--- src/rtl/n8_pkg.sv ---
// Shared constants and phase encoding for the N8 serial gamepad reader.
package n8_pkg;

    localparam int unsigned BTN_A      = 0;
    localparam int unsigned BTN_B      = 1;
    localparam int unsigned BTN_SELECT = 2;
    localparam int unsigned BTN_START  = 3;
    localparam int unsigned BTN_UP     = 4;
    localparam int unsigned BTN_DOWN   = 5;
    localparam int unsigned BTN_LEFT   = 6;
    localparam int unsigned BTN_RIGHT  = 7;

    typedef enum logic [1:0] {
        IDLE,
        LATCH,
        READ,
        DONE
    } n8_state_t;

endpackage

--- src/rtl/sync2.sv ---
// Two-flop synchronizer; resets to 1, the idle level of an active-low pad line.
module sync2 (
    input  logic clk_i,
    input  logic reset_i,
    input  logic d_i,
    output logic q_o
);

    logic s1_q;
    logic s2_q;

    always_ff @(posedge clk_i) begin
        if (reset_i) begin
            s1_q <= 1'b1;
            s2_q <= 1'b1;
        end else begin
            s1_q <= d_i;
            s2_q <= s1_q;
        end
    end

    assign q_o = s2_q;

endmodule

--- src/rtl/n8_pad_reader.sv ---
// Polls an N8 serial pad at a fixed rate, debounces across two agreeing frames,
// and presents held buttons plus one-cycle press strobes.
module n8_pad_reader
    import n8_pkg::*;
#(
    parameter int unsigned LATCH_CYCLES = 600,
    parameter int unsigned HALF_CYCLES  = 300,
    parameter int unsigned POLL_CYCLES  = 833_333
) (
    input  logic       clk,
    input  logic       reset,
    input  logic       data_in,
    output logic       latch,
    output logic       pulse,
    output logic [7:0] buttons,
    output logic [7:0] press,
    output logic       up,
    output logic       down,
    output logic       select,
    output logic       start,
    output logic       frame_done
);

    localparam int unsigned TMax = (LATCH_CYCLES > HALF_CYCLES) ? LATCH_CYCLES : HALF_CYCLES;
    localparam int unsigned TW   = (TMax > 1) ? $clog2(TMax) : 1;
    localparam int unsigned PW   = (POLL_CYCLES > 1) ? $clog2(POLL_CYCLES) : 1;

    localparam logic [TW-1:0] LatchLoad = TW'(LATCH_CYCLES - 1);
    localparam logic [TW-1:0] HalfLoad  = TW'(HALF_CYCLES - 1);
    localparam logic [PW-1:0] PollLoad  = PW'(POLL_CYCLES - 1);

    if (POLL_CYCLES <= LATCH_CYCLES + 15 * HALF_CYCLES + 1) begin : g_bad_poll
        $error("POLL_CYCLES must exceed the frame length");
    end

    n8_state_t   state_q;
    logic [TW-1:0] timer_q;
    logic [PW-1:0] poll_q;
    logic [2:0]  bit_q;
    logic [7:0]  raw_q;
    logic [7:0]  prev_q;
    logic [7:0]  buttons_q;
    logic [7:0]  press_q;
    logic        latch_q;
    logic        pulse_q;
    logic        fd_q;
    logic        data_s;

    sync2 u_sync2 (
        .clk_i   (clk),
        .reset_i (reset),
        .d_i     (data_in),
        .q_o     (data_s)
    );

    always_ff @(posedge clk) begin
        if (reset) begin
            state_q   <= IDLE;
            timer_q   <= '0;
            poll_q    <= '0;
            bit_q     <= '0;
            raw_q     <= '0;
            prev_q    <= '0;
            buttons_q <= '0;
            press_q   <= '0;
            latch_q   <= 1'b0;
            pulse_q   <= 1'b0;
            fd_q      <= 1'b0;
        end else begin
            press_q <= '0;
            fd_q    <= 1'b0;
            // Saturates at zero; only a frame start reloads it.
            if (poll_q != '0) begin
                poll_q <= poll_q - 1'b1;
            end
            case (state_q)
                IDLE: begin
                    if (poll_q == '0) begin
                        state_q <= LATCH;
                        latch_q <= 1'b1;
                        timer_q <= LatchLoad;
                        poll_q  <= PollLoad;
                    end
                end
                LATCH: begin
                    if (timer_q == '0) begin
                        state_q <= READ;
                        latch_q <= 1'b0;
                        pulse_q <= 1'b0;
                        bit_q   <= '0;
                        timer_q <= HalfLoad;
                    end else begin
                        timer_q <= timer_q - 1'b1;
                    end
                end
                READ: begin
                    if (timer_q != '0) begin
                        timer_q <= timer_q - 1'b1;
                    end else if (pulse_q) begin
                        pulse_q <= 1'b0;
                        timer_q <= HalfLoad;
                    end else begin
                        // Bit 0 enters first at the top and ends up in raw[0].
                        raw_q <= {~data_s, raw_q[7:1]};
                        if (bit_q == 3'd7) begin
                            state_q <= DONE;
                        end else begin
                            bit_q   <= bit_q + 3'd1;
                            pulse_q <= 1'b1;
                            timer_q <= HalfLoad;
                        end
                    end
                end
                DONE: begin
                    if (raw_q == prev_q) begin
                        buttons_q <= raw_q;
                        press_q   <= raw_q & ~buttons_q;
                    end
                    prev_q  <= raw_q;
                    fd_q    <= 1'b1;
                    state_q <= IDLE;
                end
                default: state_q <= IDLE;
            endcase
        end
    end

    assign latch      = latch_q;
    assign pulse      = pulse_q;
    assign buttons    = buttons_q;
    assign press      = press_q;
    assign frame_done = fd_q;
    assign up         = press_q[BTN_UP];
    assign down       = press_q[BTN_DOWN];
    assign select     = press_q[BTN_SELECT];
    assign start      = press_q[BTN_START];

endmodule

--- config.mk ---
export PLATFORM = sky130hd
export DESIGN_NAME = n8_pad_reader
export DESIGN_NICKNAME = d
export VERILOG_FILES = /design/src/rtl/n8_pkg.sv /design/src/rtl/sync2.sv /design/src/rtl/n8_pad_reader.sv
export SDC_FILE = /design/constraint.sdc
export NUM_CORES = 1
export LEC_CHECK = 0
export CAP_MARGIN = 20
export CORE_MARGIN = 2
export CORE_UTILIZATION = 30
export CTS_CLUSTER_DIAMETER = 60
export DETAILED_ROUTE_END_ITERATION = 12
export SYNTH_ARGS = -nofsm -noshare
export SYNTH_HDL_FRONTEND = slang
export SYNTH_SLANG_ARGS = --single-unit
--- constraint.sdc ---
create_clock -name clk -period 4.4 [get_ports clk]
set_input_delay 0.66 -clock clk [delete_from_list [all_inputs] [get_ports clk]]
set_output_delay 0.66 -clock clk [all_outputs]
set_load 0.01 [all_outputs]
Word-level counts from Yosys, hierarchy flattened:

Index checks and enable logic that the tools add are counted.

* add/subtract/negate cells: 3
* muxes and demuxes: 28
* reductions and logical operators: 16
* bitwise operators: 7
* eq/ne operators: 12

Operator list (count)
* 20-bit 2-to-1 mux: 3
* 10-bit 2-to-1 mux: 5
* 10-bit case mux with 3 select lines: 1
* 20-bit logical NOT: 1
* 20-bit nonzero test: 1
* 20-bit by 1-bit subtractor with 20-bit output (second input constant): 1
* 3-bit 2-to-1 mux: 4
* 2-bit inequality test (second input constant): 6
* 3-bit AND reduction: 4
* 10-bit logical NOT: 1
* 2-bit 2-to-1 mux: 5
* 5-bit AND reduction: 2
* 10-bit nonzero test: 1
* 10-bit by 1-bit subtractor with 10-bit output (second input constant): 1
* 8-bit AND: 1
* 8-bit equality test: 1
* 8-bit NOT: 1
* 2-bit case mux with 4 select lines: 1
* 1-bit 2-to-1 mux: 6
* 3-bit case mux with 2 select lines: 1
* 1-bit NOT: 5
* 2-bit equality test (second input constant): 2
* 4-bit inequality test (second input constant): 1
* 1-bit case mux with 2 select lines: 2
* 8 further kinds: 9

* bits of input ports: 3
* logic and storage cells: 79
* output and inout port bits: 23
* flip-flop bits (word level): 72

Longest topological paths before layout:

* word-level depth: 5
* mapped depth: 10
* gate-level depth less buffers: 9

Modules after synthesis:

Synthesis repeated with hierarchy kept, for this count alone.

* cells, all modules: 378
* area total of the unflattened synthesis: 3394.5 um^2

Modules (own cells, without submodules)
* n8_pad_reader: sequential area each 1401.3 um^2, cells an instance 374, area an instance 3342.0 um^2, instances 1
* sync2: sequential area each 40.0 um^2, cells an instance 4, area an instance 52.6 um^2, instances 1

Least setup slack after synthesis:

Ideal clock, no wire load.

* kind: register to register
* start: register poll_q[2]
* end: register poll_q[0]
* library setup time: 128 ps
* setup slack: 2399 ps
* buffers on the path: 1
* clock period less this slack: 2001 ps
* data required time: 4272 ps
* cell stages (with the launch flop): 10
* arrival time: 1873 ps
* cells stage by stage: dfxtp_1 > nor4_4 > nand4_4 > nor2_4 > inv_2 > buf_6 > ha_1 > nor2_1 > a21oi_1 > nor2_1

* longest elaborated chain between the ends: 4
* elaborated cells on any way between the ends: 5
* classes of those cells: 3 x mux; 2 x reduce/logical

Ends and longest elaborated chain
* from (decl): RTL line n8_pad_reader.sv:38 `logic [PW-1:0] poll_q;`
* from (signal assigned): RTL line n8_pad_reader.sv:74 `poll_q <= poll_q - 1'b1;`
* from (signal assigned): RTL line n8_pad_reader.sv:82 `poll_q <= PollLoad;`
* 20-bit nonzero test: RTL line n8_pad_reader.sv:73 `if (poll_q != '0) begin`
* 20-bit 2-to-1 mux: RTL line n8_pad_reader.sv:73
* 20-bit 2-to-1 mux: RTL line n8_pad_reader.sv:78 `if (poll_q == '0) begin`
* 20-bit 2-to-1 mux *: RTL line n8_pad_reader.sv:76 `case (state_q)`

Mark *: on every way between the ends. The rest lies on a longest branch, timed or not.
A chain may end at the register's enable or synchronous reset.

Final worst setup path:

* start: register timer_q[0]
* end: register timer_q[1]

* longest elaborated chain between the ends: 3
* elaborated cells on any way between the ends: 8
* classes of those cells: 1 x add/sub; 1 x eq/ne; 3 x mux; 3 x reduce/logical

Ends and longest elaborated chain
* from (decl): RTL line n8_pad_reader.sv:37 `logic [TW-1:0] timer_q;`
* from (signal assigned): RTL line n8_pad_reader.sv:81 `timer_q <= LatchLoad;`
* from (signal assigned): RTL line n8_pad_reader.sv:91 `timer_q <= HalfLoad;`
* from (signal assigned): RTL line n8_pad_reader.sv:93 `timer_q <= timer_q - 1'b1;`
* 10-bit by 1-bit subtractor with 10-bit output, or another cell as far along: RTL line n8_pad_reader.sv:93, n8_pad_reader.sv:98
* 10-bit 2-to-1 mux, or another cell as far along: RTL line n8_pad_reader.sv:97 `if (timer_q != '0) begin`
* 10-bit case mux with 3 select lines / 3-bit AND reduction (equally long branches)

Several ways; a longest one is shown, not always the timed one.

==> flow_metrics.tcl <==
set metrics [dict create \
    status "finished, violations left" \
    violations "DRC" \
    worstReg2RegStart "timer_q[0]" \
    hold_slack_ns 0.4289 \
    grt.met1_usage 0.1752 \
    path_class "flip-flop to flip-flop" \
    fmax_mhz 409.7 \
    drv_slew 0 \
    fin_setup_tns_ns 0 \
    syn_area_um2 3567 \
    worst_ep_arrival_time_ns 2.70 \
    r2r_setup_slack_ns 1.96 \
    wl_mm 7.985 \
    critPathSlowestCell "a31oi_1" \
    placementRows 39 \
    post-route-drc-count 3 \
    num_antenna_cells 0 \
    period_needed_ns 2.441 \
    ir_drop_v 0.0002486 \
    num_vias 2924 \
    drt-initial-drc-count 222 \
    pre_cts_ws_ns 2.013 \
    area_growth_pct 17.61 \
    max-slew-margin-rel 0.4330 \
    met2_usage 0.1960 \
    synth_enable_flop_cells 0 \
    hold_path_depth 1 \
    busiest_layer "met2" \
    synth_nets 400 \
    drv_cap 0 \
    post-route-period-util 0.5547 \
    power_mw 3.309 \
    wire_per_inst_um 14.47 \
    ys_seq_elements 72 \
    power_density_nw_per_um2 788.8 \
    overflow 0 \
    synthCells 385 \
    dp_hpwl_mm 5.399 \
    start_kind "flip-flop" \
    grt_max_degree 33 \
    cts_sinks 72 \
    start_util 0.3098 \
    post_cts_buffers 0 \
    die_h_um 113.0 \
    htree_levels 3 \
    rr_endpoint "timer_q[1]" \
    synth_seq_area_share 0.4041 \
    cts.path.max_buffers 2 \
    cts_hold_buf 0 \
    worst_setup_path_end_kind "flip-flop" \
    min_path_type "flip-flop to flip-flop" \
    max_slew.worst_pin.slew_ns 0.8459 \
    drive_above_1_share 0.1247 \
    nets 419 \
    gp_congestion 0.8967 \
    cts.repair.resized 0 \
    die-area_um2 12780 \
    root_buffer "clkbuf_16" \
    yosys_warnings 0 \
    numCtsBuffers 9 \
    io_buffer_count 25 \
    fill_cells 1178 \
    gr-usage-met3 0.04231 \
    synthFlopType "dfxtp_1" \
    final_core_util 0.3643 \
    clk_latency_ns 0.34 \
    rsz0062_at_grt "no" \
    core-area_um2 11520 \
    cts_tree "built" \
    chipWidth_um 113.0 \
    setup_viol 0 \
    cp_cell_sequence "inv_1 > ha_1 > nor4b_4 > and3_1 > a31oi_1 > nand2_1 > a211oi_1" \
    antenna_found_initial 0 \
    pin_count 26 \
    hold-path-endpoint "u_sync2.q_o" \
    worstPathRequired_ns 4.66 \
    worst_slack_ns 1.959 \
    hold_viol 0 \
    cp_max_fo 12 \
    dr.pass1.iters 8 \
    grt_pass1_vias 2658 \
    detail-route-antenna-nets 0 \
    fin_skew_ns 0.009465 \
    detail_route.vias_per_cell 5.297 \
    hold_start "u_sync2.s1_q" \
    grt_usage 0.1290 \
    synth_area_per_cell_um2 9.265 \
    p_leak_nw 1.413 \
    clkTransAtPathRegs_ns 0.07 \
    r2r_cells 7 \
    slowest_delay_ns 0.70 \
    synthDistinctLibCells 62 \
    synthArstFlopShare 0 \
    grt_pass1_wl_mm 13.22 \
]
flip-flops by register name, indices dropped and copies added, names as in the netlist, 2 cells and up:
register  flops
bit_q         3
prev_q        8
state_q       2
raw_q         8
poll_q       20
buttons       8
press         8
timer_q      10
layout make-up:
class,count,area [µm²],area share
clock buffers,9,225.2,0.05368
clock inverters,7,62.56,0.01491
inverters,12,45.04,0.01074
multi-input cells,283,1989,0.4742
flip-flops and latches,72,1441,0.3436
well taps,143,178.9,0.04265
repair buffers,26,252.7,0.06024
per-stage QoR:
step	area (µm²)	cells
global route	4195	552
floorplan	3567	385
detailed placement	3908	536
global placement	3908	536
finish	4195	552
CTS	4195	552
logic make-up after synthesis:
logic type / Yosys count / share of synthesized area
simple gates: 146 / 0.2511
compound gates: 94 / 0.1810
flops: 72 / 0.4041
buf+inv: 30 / 0.03823
mux: 19 / 0.05401
xor+xnor: 12 / 0.02947
fa+ha+maj: 12 / 0.04209
per-layer routing:
metal  routed length (µm)  part of all wire  vias to the layer above
met2                 3644              0.46                       66
met1                 3837              0.48                     1388
met3                  415             0.052                        8
met5                    0                 0                        -
met4                   88             0.011                        0
li1                     -                 -                     1462
power by group:
group | total, mW | switching (mW) | leakage (nW) | internal, mW
Sequential | 0.990 | 0.196 | 0.585 | 0.795
Clock | 0.711 | 0.317 | 0.133 | 0.393
Combinational | 1.61 | 0.953 | 0.695 | 0.655
layout by cell type, fill, tap and decap left out, types with 3 or more instances in the layout:
cell / instances
nor2b_1: 3
clkinvlp_4: 3
o31ai_1: 3
nand3_1: 9
a211oi_1: 10
dfxtp_1: 72
or4_4: 4
clkdlybuf4s50_1: 24
mux2i_1: 17
or4_1: 3
clkbuf_16: 9
a41oi_1: 3
inv_1: 11
nor3_1: 13
ha_1: 12
o211ai_1: 4
a21oi_1: 32
o21a_1: 6
nor3b_1: 9
nor3_2: 4
o21ai_0: 9
or2_2: 3
xnor2_1: 9
a311oi_1: 6
nand4_1: 7
xor2_1: 3
nor2_1: 36
a31oi_1: 5
nand2_1: 30
cells in the mapped netlist (7+ instances only):
master	count	area, µm²
nor3_1	13	65.06
mux2i_1	17	170.2
clkbuf_1	9	33.78
nand4_1	7	43.79
nor3b_1	9	67.56
nand2_1	30	112.6
dfxtp_1	72	1441
o21ai_0	9	45.04
a21oi_1	32	160.2
nor2_1	36	135.1
inv_1	11	41.29
nand3_1	9	45.04
xnor2_1	9	78.83
ha_1	12	150.1
a211oi_1	10	75.07
critical path, delay by kind of cell (launching register included):
family	cells	cell delay (ns)
AOI/OAI and AO/OA	2	0.97
and+or+nand+nor	3	0.70
DFF	1	0.37
adders and majority gates	1	0.22
buffers and inverters	1	0.10
worst max path at each step:
stage,startpoint,end,cells after the start
3_3_place_gp,state_q[1],buttons[6],5
4_1_cts,state_q[0],buttons[0],5
2_1_floorplan,poll_q[2],poll_q[0],9
5_1_grt,state_q[0],buttons[6],5
6_report,timer_q[0],timer_q[1],7
3_5_place_dp,state_q[0],buttons[4],5
Note: power is estimated with default switching activity, not from simulation.
